==> src/rtl/mem_addr_router.sv <==
// Registered load/store address decoder: splits a byte address into word address,
// offset and lane enables, tags it with a region and holds it for a per-region wait.
module mem_addr_router #(
   parameter int ADDR_W   = 32,
   parameter int N_REGION = 2,
   parameter int TAG_W    = 4,
   parameter logic [N_REGION*TAG_W-1:0] REGION_TAGS = {4'h8, 4'h0},
   parameter logic [N_REGION*4-1:0]     REGION_WAIT = {4'd2, 4'd0}
) (
   input  logic              clk,
   input  logic              rst_n,
   input  logic              req_valid,
   output logic              req_ready,
   input  logic [ADDR_W-1:0] req_addr,
   input  logic [1:0]        req_size,
   input  logic              req_we,
   output logic              out_valid,
   input  logic              out_ready,
   output logic [ADDR_W-1:0] out_addr,
   output logic [1:0]        out_byte_off,
   output logic [3:0]        out_byte_en,
   output logic              out_we,
   output logic [N_REGION-1:0] out_region,
   output logic              out_misaligned,
   output logic              out_unmapped
);

   typedef enum logic [1:0] {IDLE, WAIT, VALID} state_t;

   state_t              state;
   logic [3:0]          cnt;
   logic                accept;
   logic [TAG_W-1:0]    tag;
   logic [1:0]          off;
   logic [N_REGION-1:0] region_d;
   logic                found;
   logic [3:0]          region_wait;
   logic [3:0]          be_raw;
   logic                mis;
   logic [3:0]          wait_ld;

   assign req_ready = rst_n & ((state == IDLE) | ((state == VALID) & out_ready));
   assign accept    = req_valid & req_ready;
   assign tag       = req_addr[ADDR_W-1 -: TAG_W];
   assign off       = req_addr[1:0];

   // Priority match: the lowest-index region wins so out_region stays one-hot.
   always_comb begin
      region_d    = '0;
      found       = 1'b0;
      region_wait = 4'd0;
      for (int i = 0; i < N_REGION; i++) begin
         if (!found && (tag == REGION_TAGS[i*TAG_W +: TAG_W])) begin
            region_d[i] = 1'b1;
            found       = 1'b1;
            region_wait = REGION_WAIT[i*4 +: 4];
         end
      end
   end

   always_comb begin
      be_raw = 4'b0000;
      case (req_size)
         2'b00:   be_raw = 4'b0001 << off;
         2'b01:   be_raw = off[1] ? 4'b1100 : 4'b0011;
         2'b10:   be_raw = 4'b1111;
         default: be_raw = 4'b0000;
      endcase
   end

   assign mis     = ((req_size == 2'b01) && off[0]) ||
                    ((req_size == 2'b10) && (off != 2'b00)) ||
                    (req_size == 2'b11);
   // Faulting accesses are presented immediately rather than paying the device wait.
   assign wait_ld = (mis || !found) ? 4'd0 : region_wait;

   always_ff @(posedge clk) begin
      if (!rst_n) begin
         state          <= IDLE;
         cnt            <= 4'd0;
         out_valid      <= 1'b0;
         out_addr       <= '0;
         out_byte_off   <= 2'b00;
         out_byte_en    <= 4'b0000;
         out_we         <= 1'b0;
         out_region     <= '0;
         out_misaligned <= 1'b0;
         out_unmapped   <= 1'b0;
      end else if (accept) begin
         out_addr       <= {req_addr[ADDR_W-1:2], 2'b00};
         out_byte_off   <= off;
         out_byte_en    <= mis ? 4'b0000 : be_raw;
         out_we         <= req_we;
         out_region     <= region_d;
         out_misaligned <= mis;
         out_unmapped   <= !found;
         cnt            <= wait_ld;
         if (wait_ld == 4'd0) begin
            state     <= VALID;
            out_valid <= 1'b1;
         end else begin
            state     <= WAIT;
            out_valid <= 1'b0;
         end
      end else begin
         case (state)
            IDLE: out_valid <= 1'b0;
            WAIT: begin
               cnt <= cnt - 4'd1;
               if (cnt == 4'd1) begin
                  state     <= VALID;
                  out_valid <= 1'b1;
               end
            end
            VALID: begin
               if (out_ready) begin
                  state     <= IDLE;
                  out_valid <= 1'b0;
               end
            end
            default: begin
               state     <= IDLE;
               out_valid <= 1'b0;
            end
         endcase
      end
   end

endmodule
==> config.mk <==
export PLATFORM = sky130hd
export DESIGN_NAME = mem_addr_router
export DESIGN_NICKNAME = d
export VERILOG_FILES = /design/src/rtl/mem_addr_router.sv
export SDC_FILE = /design/constraint.sdc
export NUM_CORES = 1
export LEC_CHECK = 0
export ABC_CLOCK_PERIOD_IN_PS = 1900
export CELL_PAD_IN_SITES_DETAIL_PLACEMENT = 1
export CELL_PAD_IN_SITES_GLOBAL_PLACEMENT = 2
export CORE_ASPECT_RATIO = 0.8
export CORE_MARGIN = 2
export CORE_UTILIZATION = 22
export DETAILED_ROUTE_END_ITERATION = 6
export GPL_ROUTABILITY_DRIVEN = 0
export PLACE_DENSITY = 0.8
export SETUP_SLACK_MARGIN = 0.2
export SYNTH_ARGS = -nofsm -noshare
export SYNTH_HDL_FRONTEND = slang
export SYNTH_SLANG_ARGS = --single-unit
==> constraint.sdc <==
create_clock -name clk -period 1.9 [get_ports clk]
set_clock_uncertainty 0.1 [all_clocks]
set_input_delay 0.285 -clock clk [delete_from_list [all_inputs] [get_ports clk]]
set_output_delay 0.285 -clock clk [all_outputs]
set_load 0.02 [all_outputs]
==> run_results.csv <==
group,metric,value,unit
run_status,status,"finished clean",
timing,timing.final.setup_violations,0,
synthesis,cell_types_occupying_the_most_area_after_synthesis,"dfxtp_1 (51%), nand2_1 (15%), a21oi_1 (11%)",
clock_tree,clock_tree_from_tritoncts,"built",
timing,maxClockFrequency,602,MHz
timing,period_share,87.4,%
routing,drt-total-wl,5.78,mm
job,cap_viol_max_count,0,
final_layout,syn_to_final_growth,61.4,%
setup_path,critical_path.cell_chain,"clkdlybuf4s50_1",
timing,rsz0062_at_grt,"false",
clock_tree,tritoncts.num_buffers,5,
final_layout,layout.area.seq,961,um2
setup_path,worst_setup_path_start_kind,"flop",
synthesis,ys.flop_type,"dfxtp_1",
synthesis,synth_warn,0,
routing,via_count,1861,
power_and_ir_drop,fin_total_pwr,2330,uW
setup_path,critical_path.reg2reg.endpoint,"out_misaligned",
clock_tree,root_buffer,"clkbuf_8",
clock_tree,cts.reportedPaths.clkPinSlew,0.09,ns
power_and_ir_drop,power_density,764,nW/um2
worst_hold_path,min_path_type,"flop to flop",
global_route,globalRouteOverflowTotal,0,
synthesis,netlist.area_leader.share,50.8,%
setup_path,worst-r2r-setup-slack,0.36,ns
synthesis,synthesis.area,1890,um2
floorplan,initial_core_util,22.5,%
timing,hold-worst-slack,0.357,ns
timing,hold_violations,0,
synthesis,synth_cell_types,35,
clock_tree,tritoncts_num_sinks,48,
clock_tree,htree_num_levels,2,
routing,vias_per_cell,4.30,
floorplan,die_width,108,um
synthesis,synth_enable_flop_cells,0,
worst_hold_path,worstHoldStart,"out_region[0]",
floorplan,pin_count,84,
setup_path,crit_type,"flop to primary output",
place,io_buffers,81,
final_layout,drive_gt1_share,10.3,%
global_route,grt_pass1_vias,1965,
floorplan,fp.dieArea,9360,um2
place,detailedPlacementHpwl,4.25,mm
setup_path,crit_path_max_fanout,2,
setup_path,worstPathBufferInverterCount,1,
routing,dr.first_iter.drc_count,53,
power_and_ir_drop,leakage,0.00132,uW
global_route,antenna_found_initial,0,
setup_path,r2r-start,"state[0]",
global_route,grt_use_total,12.6,%
setup_path,crit_family,"buffers and inverters",
synthesis,syn-mean-instance-area,8.19,um2
worst_hold_path,whs_path_depth,2,
setup_path,crit_arrival,1.28,ns
timing,final_max_tran_viols,0,
final_layout,num-fill-cells,1007,
synthesis,yosysSeqAreaShare,50.8,%
synthesis,synth_top_cell_by_area,"dfxtp_1",
synthesis,synth_most_common_cell,"nand2_1",
setup_path,rr_worst_depth,4,
final_layout,area_of_the_multi_input_gates,846,um2
routing,drt_pass1_iterations,4,
global_route,grt_pass1_wl,9.27,mm
setup_path,crit_path_top_delay_cell,"clkdlybuf4s50_1",
timing,final_period_minus_worst_setup_slack,1.66,ns
timing,final.setup.tns,0,ns
floorplan,core_area,8410,um2
floorplan,row_count,30,
global_route,grt_start_max_net_pins,41,
floorplan,dieHeight,86.9,um
clock_tree,max-clock-path-buffers,2,
clock_tree,worst_skew_pair.late_latency,0.30,ns
clock_tree,cts_hold_buffers,0,
worst_hold_path,min_delay_worst_endpoint,"out_region[0]",
setup_path,sort_of_element_at_the_end_of_the_critical_path,"primary output",
setup_path,slowest_delay,0.63,ns
routing,drtAntennaViolNets,0,
final_layout,num_antenna_cells,0,
setup_path,required,1.51,ns
final_layout,fin_nets,362,
synthesis,yosys_reg_bits,48,
final_layout,fin_cells,433,
synthesis,synth-async-reset-ratio,0,%
place,dp.cells,425,
routing,routed_length_per_instance,13.4,um
synthesis,yosys-top-cells-count,"nand2_1 (77), dfxtp_1 (48), a21oi_1 (40), buf_2 (9), nor2_1 (6)",
synthesis,syn-instance-count,231,
routing,post-route-drc-count,0,
power_and_ir_drop,highest_ir_drop_seen_on_vdd,0.245,mV
[worst max path at each step]
stage | endpoint | from | slack (ns) | cells past startpoint
3_3_place_gp | req_ready | out_ready | -0.16 | 4
4_1_cts | out_region[1] | out_region[1] | 0.21 | 1
2_1_floorplan | req_ready | rst_n | 0.50 | 3
5_1_grt | req_ready | out_ready | 0.20 | 4
6_report | out_byte_en[3] | out_byte_en[3] | 0.24 | 1
3_5_place_dp | req_ready | out_ready | -0.16 | 4
[routing by layer]
| metal | global-route usage, % | share of wire, % |
|---|---|---|
| met5 | 0 | 0 |
| met3 | 4.64 | 7.0 |
| met4 | 4.20 | 1.0 |
| met2 | 21.0 | 47 |
| met1 | 15.2 | 45 |
[cell families (layout without fill, tap and decap cells)]
logic type / Yosys count / after routing / synth area share, %
buffers and inverters: 20 / 109 / 5.16
AND/OR/NAND/NOR: 103 / 103 / 24.2
XOR/XNOR: 3 / 3 / 1.39
other: 1 / 2 / 0.198
AO/OA/AOI/OAI: 54 / 54 / 16.9
flip-flops: 48 / 48 / 50.8
adder cells (fa/ha/maj): 2 / 2 / 1.32
[stage by stage]
step / instance area [um2] / worst slack [ns] / util, %
CTS: 3010 / 0.211 / 35.8
global route: 3050 / 0.201 / 36.3
detailed placement: 2890 / -0.161 / 34.3
global placement: 2890 / -0.158 / 34.3
floorplan: 1900 / 0.500 / -
finish: 3050 / 0.239 / 36.3
[state kept, by name, summed over array words and instances (netlist names)]
signal / flops
out_byte_off: 2
out_misaligned: 1
out_region: 2
out_we: 1
out_valid: 1
out_addr: 30
cnt: 4
state: 2
out_byte_en: 4
out_unmapped: 1
[layout by cell type (no fill, tap or decap), types with 3 or more instances in the layout]
cell type	count
nor2_1	6
nand2_1	77
dfxtp_1	48
dlymetal6s2s_1	12
a211oi_1	3
a21oi_1	40
clkbuf_8	5
buf_4	17
inv_1	4
nand2b_1	3
clkdlybuf4s50_1	68
[layout make-up]
type / instances / area share [%]
Timing Repair Buffer: 98 / 31.5
Clock buffer: 5 / 2.25
Multi-Input combinational cell: 164 / 27.7
Inverter: 4 / 0.492
Tap cell: 112 / 4.59
Clock inverter: 2 / 1.97
Sequential cell: 48 / 31.5
[timing repair]
item	4_1_cts	5_1_grt
gates resized for setup	5	14
buffers inserted	0	1
endpoints found under the setup margin	1	15
pin swaps	0	1
[power by group]
group          switching [uW]  internal (uW)
Sequential               22.6           1050
Clock                     351            518
Combinational             189            202
Total                     563           1770
(Power assumes the default switching activity.)
